--- src/rtl/neuron_tm_pe_if.sv ---
// Update/result channel of the time-multiplexed LIF processing element.
// The slave side is the PE. The master side is the upstream MAC stage, which also observes the results.
interface neuron_tm_pe_if #(
  parameter int NUM_NEURONS = 16,
  parameter int DATA_WIDTH  = 8,
  parameter int SUM_WIDTH   = 16
);
  localparam int NID_W = (NUM_NEURONS > 1) ? $clog2(NUM_NEURONS) : 1;

  logic                  i_valid;
  logic                  o_ready;
  logic [NID_W-1:0]      i_nid;
  logic                  i_start;
  logic [SUM_WIDTH-1:0]  i_mac_sum;
  logic                  o_valid;
  logic [NID_W-1:0]      o_nid;
  logic                  o_spike;
  logic [DATA_WIDTH-1:0] o_vmem;

  modport master (
    output i_valid, i_nid, i_start, i_mac_sum,
    input  o_ready, o_valid, o_nid, o_spike, o_vmem
  );

  modport slave (
    input  i_valid, i_nid, i_start, i_mac_sum,
    output o_ready, o_valid, o_nid, o_spike, o_vmem
  );
endinterface

--- src/rtl/neuron_tm_pe.sv ---
// Time-multiplexed LIF processing element with internal {vmem, fsm} storage and a clear sweep.
// Optional: define SPIKE_COUNT_EN to add a 32-bit o_spike_count output.
module neuron_tm_pe #(
  parameter int NUM_NEURONS = 16,
  parameter int DATA_WIDTH  = 8,
  parameter int SUM_WIDTH   = 16,
  parameter int THRESH      = 15,
  parameter int THRESH_HIGH = 40,
  parameter int MAX_VAL     = 100,
  parameter int LEAK_IDLE   = 2,
  parameter int LEAK_REF    = 20,
  parameter int ABS_EXIT    = 70
) (
  input  logic                clk,
  input  logic                rst,
  input  logic                i_clear,
  neuron_tm_pe_if.slave       io_pe
`ifdef SPIKE_COUNT_EN
  ,
  output logic [31:0]         o_spike_count
`endif
);
  localparam int NID_W = (NUM_NEURONS > 1) ? $clog2(NUM_NEURONS) : 1;
  localparam int XW    = SUM_WIDTH + 1;

  localparam logic [XW-1:0]         C_LEAK_IDLE   = XW'(LEAK_IDLE);
  localparam logic [XW-1:0]         C_LEAK_REF    = XW'(LEAK_REF);
  localparam logic [XW-1:0]         C_THRESH      = XW'(THRESH);
  localparam logic [XW-1:0]         C_THRESH_HIGH = XW'(THRESH_HIGH);
  localparam logic [XW-1:0]         C_MAX         = XW'(MAX_VAL);
  localparam logic [XW-1:0]         C_ABS_EXIT    = XW'(ABS_EXIT);
  localparam logic [DATA_WIDTH-1:0] C_MAX_V       = DATA_WIDTH'(MAX_VAL);
  localparam logic [DATA_WIDTH-1:0] C_LEAK_REF_V  = DATA_WIDTH'(LEAK_REF);
  localparam logic [NID_W-1:0]      C_LAST_IDX    = NID_W'(NUM_NEURONS - 1);
  localparam logic [NID_W:0]        C_NUM_N       = (NID_W+1)'(NUM_NEURONS);

  typedef enum logic [1:0] {
    ST_IDLE    = 2'd0,
    ST_SPIKE   = 2'd1,
    ST_REL_REF = 2'd2,
    ST_ABS_REF = 2'd3
  } state_t;

  state_t                r_fsm  [NUM_NEURONS];
  logic [DATA_WIDTH-1:0] r_vmem [NUM_NEURONS];

  logic                  r_sweep;
  logic [NID_W-1:0]      r_sweep_idx;

  logic                  r_s1_valid;
  logic [NID_W-1:0]      r_s1_nid;
  logic                  r_s1_start;
  logic [SUM_WIDTH-1:0]  r_s1_sum;

  logic                  r_o_valid;
  logic [NID_W-1:0]      r_o_nid;
  logic                  r_o_spike;
  logic [DATA_WIDTH-1:0] r_o_vmem;

  logic                  w_accept;
  logic                  w_nid_ok;
  logic                  w_wr_en;
  logic [DATA_WIDTH-1:0] w_v;
  state_t                w_st;
  logic [XW-1:0]         w_vx;
  logic [XW-1:0]         w_t;
  logic [XW-1:0]         w_dec;
  logic [XW-1:0]         w_leak;
  logic [XW-1:0]         w_thr;
  logic [XW-1:0]         w_u;
  logic [DATA_WIDTH-1:0] w_new_vmem;
  state_t                w_next_st;

  assign io_pe.o_ready = ~r_sweep;
  assign w_accept      = io_pe.i_valid & ~r_sweep;
  assign w_nid_ok      = ({1'b0, r_s1_nid} < C_NUM_N);
  assign w_wr_en       = r_s1_valid & w_nid_ok & ~rst;

  // Stage 1 reads the array after the previous update's writeback, so back-to-back updates see fresh state.
  always_comb begin
    w_v        = '0;
    w_st       = ST_IDLE;
    if (w_nid_ok) begin
      w_v  = r_vmem[r_s1_nid];
      w_st = r_fsm[r_s1_nid];
    end
    w_vx       = {{(XW-DATA_WIDTH){1'b0}}, w_v};
    w_t        = w_vx + {1'b0, r_s1_sum};
    w_leak     = (w_st == ST_IDLE) ? C_LEAK_IDLE : C_LEAK_REF;
    w_thr      = (w_st == ST_IDLE) ? C_THRESH : C_THRESH_HIGH;
    w_dec      = w_t - w_leak;
    w_u        = '0;
    if (r_s1_start) begin
      if (w_t > w_leak)
        w_u = (w_dec > C_MAX) ? C_MAX : w_dec;
    end else if (w_vx > w_leak) begin
      w_u = w_vx - w_leak;
    end

    w_new_vmem = w_v;
    w_next_st  = w_st;
    case (w_st)
      ST_IDLE: begin
        w_new_vmem = (w_vx < w_thr && w_u >= w_thr) ? C_MAX_V : w_u[DATA_WIDTH-1:0];
        if (w_vx >= C_THRESH) w_next_st = ST_SPIKE;
      end
      ST_SPIKE: begin
        w_next_st = ST_ABS_REF;
      end
      ST_ABS_REF: begin
        w_new_vmem = (w_v > C_LEAK_REF_V) ? (w_v - C_LEAK_REF_V) : '0;
        if (w_vx <= C_ABS_EXIT) w_next_st = ST_REL_REF;
      end
      ST_REL_REF: begin
        w_new_vmem = (w_vx < w_thr && w_u >= w_thr) ? C_MAX_V : w_u[DATA_WIDTH-1:0];
        if (w_v == '0)
          w_next_st = ST_IDLE;
        else if (w_vx >= C_THRESH_HIGH && r_s1_start)
          w_next_st = ST_SPIKE;
      end
      default: begin
        w_next_st = ST_IDLE;
      end
    endcase
  end

  // Pipeline, output registers and the sweep controller; i_clear never drops an in-flight update.
  always_ff @(posedge clk) begin
    if (rst) begin
      r_sweep     <= 1'b1;
      r_sweep_idx <= '0;
      r_s1_valid  <= 1'b0;
      r_s1_nid    <= '0;
      r_s1_start  <= 1'b0;
      r_s1_sum    <= '0;
      r_o_valid   <= 1'b0;
      r_o_nid     <= '0;
      r_o_spike   <= 1'b0;
      r_o_vmem    <= '0;
    end else begin
      r_s1_valid <= w_accept;
      if (w_accept) begin
        r_s1_nid   <= io_pe.i_nid;
        r_s1_start <= io_pe.i_start;
        r_s1_sum   <= io_pe.i_mac_sum;
      end
      r_o_valid <= r_s1_valid;
      if (r_s1_valid) begin
        r_o_nid   <= r_s1_nid;
        r_o_spike <= w_nid_ok && (w_st == ST_SPIKE);
        r_o_vmem  <= w_nid_ok ? w_new_vmem : '0;
      end
      if (i_clear) begin
        r_sweep     <= 1'b1;
        r_sweep_idx <= '0;
      end else if (r_sweep) begin
        if (r_sweep_idx == C_LAST_IDX) begin
          r_sweep     <= 1'b0;
          r_sweep_idx <= '0;
        end else begin
          r_sweep_idx <= r_sweep_idx + 1'b1;
        end
      end
    end
  end

  // A sweep write wins over an update writeback landing on the same index in the same cycle.
  always_ff @(posedge clk) begin
    for (int i = 0; i < NUM_NEURONS; i++) begin
      if (r_sweep && r_sweep_idx == NID_W'(i)) begin
        r_vmem[i] <= '0;
        r_fsm[i]  <= ST_IDLE;
      end else if (w_wr_en && r_s1_nid == NID_W'(i)) begin
        r_vmem[i] <= w_new_vmem;
        r_fsm[i]  <= w_next_st;
      end
    end
  end

  assign io_pe.o_valid = r_o_valid;
  assign io_pe.o_nid   = r_o_nid;
  assign io_pe.o_spike = r_o_spike;
  assign io_pe.o_vmem  = r_o_vmem;

`ifdef SPIKE_COUNT_EN
  logic [31:0] r_spike_count;

  always_ff @(posedge clk) begin
    if (rst || i_clear)
      r_spike_count <= '0;
    else if (r_o_valid && r_o_spike)
      r_spike_count <= r_spike_count + 32'd1;
  end

  assign o_spike_count = r_spike_count;
`endif
endmodule

--- src/flat_wrapper.sv ---
// flat-port wrapper written by rule: the top's interface ports become plain ports
module neuron_tm_pe_flat 
#(
  parameter int NUM_NEURONS = 16,
  parameter int DATA_WIDTH  = 8,
  parameter int SUM_WIDTH   = 16,
  parameter int THRESH      = 15,
  parameter int THRESH_HIGH = 40,
  parameter int MAX_VAL     = 100,
  parameter int LEAK_IDLE   = 2,
  parameter int LEAK_REF    = 20,
  parameter int ABS_EXIT    = 70
)
  (clk, rst, i_clear, io_pe_i_valid, io_pe_i_nid, io_pe_i_start, io_pe_i_mac_sum, io_pe_o_ready, io_pe_o_valid, io_pe_o_nid, io_pe_o_spike, io_pe_o_vmem);
  neuron_tm_pe_if #(.NUM_NEURONS(NUM_NEURONS), .DATA_WIDTH(DATA_WIDTH), .SUM_WIDTH(SUM_WIDTH)) io_pe_i ();
  input  logic clk;
  input  logic rst;
  input  logic i_clear;
  input wire logic [$bits(io_pe_i.i_valid)-1:0] io_pe_i_valid;
  input wire logic [$bits(io_pe_i.i_nid)-1:0] io_pe_i_nid;
  input wire logic [$bits(io_pe_i.i_start)-1:0] io_pe_i_start;
  input wire logic [$bits(io_pe_i.i_mac_sum)-1:0] io_pe_i_mac_sum;
  output wire logic [$bits(io_pe_i.o_ready)-1:0] io_pe_o_ready;
  output wire logic [$bits(io_pe_i.o_valid)-1:0] io_pe_o_valid;
  output wire logic [$bits(io_pe_i.o_nid)-1:0] io_pe_o_nid;
  output wire logic [$bits(io_pe_i.o_spike)-1:0] io_pe_o_spike;
  output wire logic [$bits(io_pe_i.o_vmem)-1:0] io_pe_o_vmem;
  assign io_pe_i.i_valid = io_pe_i_valid;
  assign io_pe_i.i_nid = io_pe_i_nid;
  assign io_pe_i.i_start = io_pe_i_start;
  assign io_pe_i.i_mac_sum = io_pe_i_mac_sum;
  assign io_pe_o_ready = io_pe_i.o_ready;
  assign io_pe_o_valid = io_pe_i.o_valid;
  assign io_pe_o_nid = io_pe_i.o_nid;
  assign io_pe_o_spike = io_pe_i.o_spike;
  assign io_pe_o_vmem = io_pe_i.o_vmem;
  neuron_tm_pe #(.NUM_NEURONS(NUM_NEURONS), .DATA_WIDTH(DATA_WIDTH), .SUM_WIDTH(SUM_WIDTH), .THRESH(THRESH), .THRESH_HIGH(THRESH_HIGH), .MAX_VAL(MAX_VAL), .LEAK_IDLE(LEAK_IDLE), .LEAK_REF(LEAK_REF), .ABS_EXIT(ABS_EXIT)) u_core (.clk(clk), .rst(rst), .i_clear(i_clear), .io_pe(io_pe_i));
endmodule
--- config.mk ---
export PLATFORM = sky130hd
export DESIGN_NAME = neuron_tm_pe_flat
export DESIGN_NICKNAME = d
export VERILOG_FILES = /design/src/rtl/neuron_tm_pe_if.sv /design/src/rtl/neuron_tm_pe.sv /design/src/flat_wrapper.sv
export SDC_FILE = /design/constraint.sdc
export NUM_CORES = 1
export LEC_CHECK = 0
export ABC_CLOCK_PERIOD_IN_PS = 8100
export BUFFER_PORTS_ARGS = -buffer_cell sky130_fd_sc_hd__buf_4
export CAP_MARGIN = 0
export CORE_MARGIN = 4
export CORE_UTILIZATION = 47
export CTS_CLUSTER_DIAMETER = 120
export DETAILED_ROUTE_END_ITERATION = 16
export GPL_ROUTABILITY_DRIVEN = 0
export PLACE_DENSITY = 0.69
export SYNTH_ARGS = -nofsm -noshare
export SYNTH_HDL_FRONTEND = slang
export SYNTH_SLANG_ARGS = --single-unit
--- constraint.sdc ---
create_clock -name clk -period 8.1 [get_ports clk]
set_clock_uncertainty 0.15 [all_clocks]
set_input_delay 0.81 -clock clk [delete_from_list [all_inputs] [get_ports clk]]
set_output_delay 0.81 -clock clk [all_outputs]
set_load 0.005 [all_outputs]
==> results of run 1 <==
-- cells in the final DEF (no fill, tap or decap), types with 17 or more instances in the layout --
| master | instances |
|---|---|
| edfxtp_1 | 160 |
| a21oi_1 | 55 |
| inv_1 | 22 |
| buf_4 | 73 |
| nor2_1 | 170 |
| dfxtp_1 | 44 |
| o21ai_0 | 23 |
| nand3_1 | 28 |
| clkbuf_16 | 22 |
| ha_1 | 30 |
| nor3_1 | 17 |
| nand2_1 | 113 |
| mux4_2 | 43 |
-- timing repair --
| item | in CTS | in global routing |
|---|---|---|
| hold buffers | 0 | 0 |
| setup buffers | 0 | 4 |
| pin swaps | 0 | 7 |
| cloned | 0 | 0 |
| gates resized for setup | 1 | 25 |
| endpoints found under the setup margin | 16 | 119 |
-- metal layers --
layer | vias to the layer above | share of wire, % | GRT usage [%]
met3 | 63 | 8.5 | 3.84
met1 | 4171 | 40 | 31.1
met5 | - | 0 | 0
li1 | 3850 | - | -
met4 | 0 | 2.7 | 6.60
met2 | 420 | 49 | 38.9
-- per-stage QoR --
step / utilization [%] / power, W / setup WS (ps) / hold WS, ps
final: 54.7 / 0.00255 / 330 / 313
after CTS: 54.1 / 0.00252 / 40.0 / 314
after floorplan: - / 0.00145 / 345 / 291
after global routing: 54.7 / 0.00264 / -30.0 / 332
after detailed placement: 51.2 / 0.00158 / -5.71 / 305
after global placement: 51.2 / 0.00158 / 148 / 298
-- logic make-up after synthesis --
kind of cell             share of synthesized area [%]
XOR/XNOR                                          1.47
adder cells (fa/ha/maj)                           4.06
flip-flops                                        50.3
multiplexers                                      11.0
AND/OR/NAND/NOR                                   16.9
AO/OA/AOI/OAI                                     13.0
buffers and inverters                             3.26
-- power by group through the flow --
stage,combinational (W),sequential [W],clock [W]
floorplan,0.000302,0.00115,0
CTS,0.000431,0.00113,0.000958
detailed placement,0.000426,0.00115,0
global placement,0.000425,0.00115,0
global route,0.000503,0.00113,0.00101
finish,0.000468,0.00113,0.000948
-- flip-flops by register name (all words and copies together), names as in the netlist, named ones only --
name,flops
u_core.r_vmem,128
u_core.r_sweep_idx,4
u_core.io_pe.o_valid,1
u_core.io_pe.o_nid,4
u_core.r_s1_valid,1
u_core.io_pe.o_vmem,8
u_core.r_fsm,32
u_core.r_s1_nid,4
u_core.r_s1_start,1
u_core.r_sweep,1
u_core.io_pe.o_spike,1
u_core.r_s1_sum,16
-- area by class of cell --
type	count	area, um^2	share of cell area (%)
timing repair buffer	81	682	5.28
clock inverter	10	103	0.795
inverter	23	87.6	0.678
multi-input combinational	722	5360	41.5
sequential	205	5710	44.2
tap	319	399	3.09
clock buffer	27	569	4.41
-- path summary, 6_finish.rpt --
kind | depth (start not counted) | end | startpoint
setup / recovery | 31 | u_core.r_vmem[1][6]$_SDFFCE_PN0P_ | flop
hold / removal | 2 | u_core.r_s1_sum[3]$_SDFFE_PP0P_ | u_core.r_s1_sum[3]$_SDFFE_PP0P_
setup reg to reg | 31 | u_core.r_vmem[1][6]$_SDFFCE_PN0P_ | flop
hold reg to reg | 2 | u_core.r_s1_sum[3]$_SDFFE_PP0P_ | u_core.r_s1_sum[3]$_SDFFE_PP0P_
-- worst max-delay path, delay by kind of cell (launching register included) --
kind | cells | cell delay [ps]
AO/OA/AOI/OAI | 12 | 2840
AND/OR/NAND/NOR | 8 | 1640
adder cells (fa/ha/maj) | 4 | 1180
multiplexers | 2 | 680
buffers and inverters | 4 | 520
flip-flops | 1 | 320
XOR/XNOR | 1 | 140
==> impl_metrics.json, run 1 <==
{
  "status": "complete, no violations",
  "ys_warn_count": 0,
  "grt_pass1_vias": 8107,
  "root_buffer": "clkbuf_16",
  "yosysSeqAreaShare_pct": 50.3,
  "rows": 56,
  "port_buffers": 39,
  "track_usage_pct": 23.1,
  "synthFlopType": "edfxtp_1",
  "cts_tree": "yes",
  "rrSetupSlack_ps": 330,
  "synth_cells": 1006,
  "internal_power_w": 0.00184,
  "synth-edff-count": 160,
  "finalMaxSlewViolations": 0,
  "io_pins": 40,
  "postPlaceCellArea_um2": 12100,
  "gr-total-overflow": 0,
  "hpwl_um": 21400,
  "synth_common_cells": "171 x nor2_1, 160 x edfxtp_1, 114 x nand2_1",
  "tightest_slew_ps": 982,
  "num_vias": 8504,
  "htreeDepth": 1,
  "cpMostUsedCell": "nand2b_1",
  "period_minus_slack_ps": 7770,
  "initial_core_util_pct": 48.0,
  "final_net_count": 1115,
  "die_width_um": 163,
  "synth_top_area_cell": "edfxtp_1",
  "layout.cells.non_filler": 1387,
  "ys_top_cells_by_area": "edfxtp_1 42%, mux4_2 8.5%, dfxtp_1 7.9%",
  "synth_top_area_share_pct": 42.4,
  "hold_class": "flop to flop",
  "p_per_area_nw_per_um2": 197,
  "ant_nets": 0,
  "syn_nets": 1066,
  "dpl.cell_count": 1346,
  "nFillCells": 2063,
  "synth_area_um2": 11300,
  "grt_max_degree": 42,
  "numCtsBuffers": 22,
  "die_h_um": 163,
  "cap_viol_max_count": 0,
  "power.leakage_nw": 4.54,
  "hold_viol_final": 0,
  "post_drt_wl_per_cell_um": 22.2,
  "antenna_found_initial": 0,
  "viasPerCell": 6.13,
  "p_comb_share_pct": 18.4,
  "diodes": 0,
  "grt_first_pass_wirelength_um": 47300,
  "worstPathRequired_ps": 8200,
  "die-area_um2": 26700,
  "avgSynthCellArea_um2": 11.3,
  "drive_above_1_share_pct": 20.7,
  "start_kind": "flop",
  "power.share.clock_pct": 37.2,
  "ys_ff_latch": 205,
  "clock_sinks": 205,
  "finish.instance_area_um2": 12900,
  "core-area_um2": 23600,
  "synth.most_common_cell": "nor2_1",
  "switching_share_pct": 27.8,
  "power_switching_w": 0.000708,
  "async_flop_share_pct": 0,
  "max-vdd-ir-drop_mv": 0.158,
  "setup-tns-final_ps": 0,
  "crit_type": "flop to flop",
  "insertion_delay_ps": 520,
  "clk_path_buf_depth": 3,
  "max_stage_delay_ps": 430,
  "relSlewSlack_pct": 34.5,
  "setup_viol": 0,
  "max_freq_mhz": 129,
  "fin_crit_sh_pct": 95.9,
  "route.detailed.drc": 0,
  "drt-pass1-iter-count": 5,
  "critPathCaptureType": "flop",
  "wirelength_um": 30700,
  "crit_slowest_cell": "a2111o_1",
  "seqPwrFrac_pct": 44.4,
  "crit_fanout": 19,
  "worstPathArrival_ps": 7870,
  "drt_iter0_drc": 1080,
  "area_growth_pct": 13.8,
  "clk_pin_slew_ps": 60,
  "synth_cell_types": 93
}
(Power assumes the default switching activity.)
==> inputs of run 2 (changes only) <==
--- a/config.mk
+++ b/config.mk
@@ -14,6 +14,7 @@
 export DETAILED_ROUTE_END_ITERATION = 16
 export GPL_ROUTABILITY_DRIVEN = 0
 export PLACE_DENSITY = 0.69
+export REMOVE_ABC_BUFFERS = 1
 export SYNTH_ARGS = -nofsm -noshare
 export SYNTH_HDL_FRONTEND = slang
 export SYNTH_SLANG_ARGS = --single-unit
==> impl_metrics.json, run 2 (synthesized netlist as in run 1, its figures left out) <==
{
  "initial_core_util_pct": 48.0,
  "cts-hold-fix-buffers": 0,
  "relSlewSlack_pct": 38.4,
  "crit_slowest_cell": "mux4_2",
  "root_buffer": "clkbuf_16",
  "dp_slack_ps": 125,
  "top_register": "u_core.r_vmem",
  "worstPathArrival_ps": 7760,
  "diodes": 0,
  "final_net_count": 1131,
  "core-area_um2": 23600,
  "drt_iter0_drc": 932,
  "status": "complete, no violations",
  "ant_nets": 0,
  "largest_reg_flops": 128,
  "layout_common_cells": "170 x nor2_1, 160 x edfxtp_1, 113 x nand2_1",
  "clock_sinks": 205,
  "drive_above_1_share_pct": 22.1,
  "wirelength_um": 31200,
  "track_usage_pct": 23.3,
  "drt-pass1-iter-count": 5,
  "worstPathRequired_ps": 8180,
  "p_per_area_nw_per_um2": 196,
  "num_vias": 8495,
  "finish.instance_area_um2": 13000,
  "clk_pin_slew_ps": 70,
  "crit_type": "flop to flop",
  "insertion_delay_ps": 500,
  "cap_viol_max_count": 0,
  "viasPerCell": 6.05,
  "grt_max_degree": 42,
  "setup_viol": 0,
  "tightest_slew_ps": 922,
  "area_growth_pct": 14.7,
  "finalMaxSlewViolations": 0,
  "max_stage_delay_ps": 570,
  "period_minus_slack_ps": 7690,
  "max-vdd-ir-drop_mv": 0.184,
  "grt_first_pass_wirelength_um": 47500,
  "fin_crit_sh_pct": 94.9,
  "postPlaceCellArea_um2": 12200,
  "die-area_um2": 26700,
  "critPathCaptureType": "flop",
  "numCtsBuffers": 21,
  "gr-total-overflow": 0,
  "timing.hold.ws_ps": 317,
  "io_pins": 40,
  "hold_viol_final": 0,
  "route.detailed.drc": 0,
  "htreeDepth": 1,
  "final_util_pct": 55.1,
  "die_width_um": 163,
  "power.leakage_nw": 4.62,
  "start_kind": "flop",
  "die_h_um": 163,
  "clk_path_buf_depth": 3,
  "max_freq_mhz": 130,
  "hpwl_um": 21500,
  "grt_pass1_vias": 8036,
  "hold_class": "flop to flop",
  "cts_tree": "yes",
  "antenna_found_initial": 0,
  "rows": 56,
  "largestRegisters": "u_core.r_vmem (128), u_core.r_fsm (32), u_core.r_s1_sum (16)",
  "crit_fanout": 17,
  "fin_ws_ps": 410,
  "port_buffers": 39,
  "post_drt_wl_per_cell_um": 22.2,
  "final_common_cell": "nor2_1"
}
-- run 2: area by class of cell --
class,instances,area [um^2]
Inverter,23,87.6
Timing Repair Buffer,96,791
Sequential cell,205,5710
Clock buffer,26,544
Clock inverter,11,103
Tap cell,319,399
Multi-Input combinational cell,724,5370
Fill cell,2044,10600
-- run 2: what timing repair did --
| item | 4_1_cts | 5_1_grt |
|---|---|---|
| resized for setup | 0 | 22 |
| setup buffers | 0 | 8 |
| setup endpoints to repair | 0 | 116 |
-- run 2: critical path: cells and delay by family, from the launching register on --
family	cells	cell delay, ps
DFF	1	420
AOI/OAI and AO/OA	11	2120
buffers and inverters	2	380
muxes	2	1080
xor gates and xnor gates	1	90
and+or+nand+nor	11	2200
adders and majority gates	3	940
-- run 2: report_power, final --
part / internal [W] / switching, W / leakage (nW)
clock network: 0.000540 / 0.000394 / 0.323
registers: 0.00113 / 0.00000262 / 1.93
logic: 0.000186 / 0.000299 / 2.37
total: 0.00185 / 0.000695 / 4.62
-- run 2: routing by layer --
layer / track usage (%) / up-vias / part of all wire [%] / wire, um
met4: 7.32 / 0 / 3.1 / 962
met1: 32.8 / 4165 / 41 / 12600
met3: 2.65 / 58 / 8.3 / 2580
met2: 38.2 / 391 / 48 / 15000
met5: 0 / - / 0 / 0
li1: - / 3881 / - / -
-- run 2: path summary, 6_finish.rpt --
path              depth (start not counted)  slack (ps)                             from                                 to
setup / recovery                         30         410                             flop  u_core.r_vmem[8][4]$_SDFFCE_PN0P_
hold reg to reg                           2         320  u_core.r_s1_sum[3]$_SDFFE_PP0P_    u_core.r_s1_sum[3]$_SDFFE_PP0P_
setup reg to reg                         30         410                             flop  u_core.r_vmem[8][4]$_SDFFCE_PN0P_
hold / removal                            2         320  u_core.r_s1_sum[3]$_SDFFE_PP0P_    u_core.r_s1_sum[3]$_SDFFE_PP0P_
-- run 2: metrics by stage --
stage / power (W) / setup TNS (ps) / cells
6_report: 0.00255 / 0 / 1404
5_1_grt: 0.00264 / -263 / 1404
4_1_cts: 0.00250 / 0 / 1394
3_5_place_dp: 0.00158 / 0 / 1357
3_3_place_gp: 0.00158 / 0 / 1357
2_1_floorplan: 0.00143 / -33110 / 950
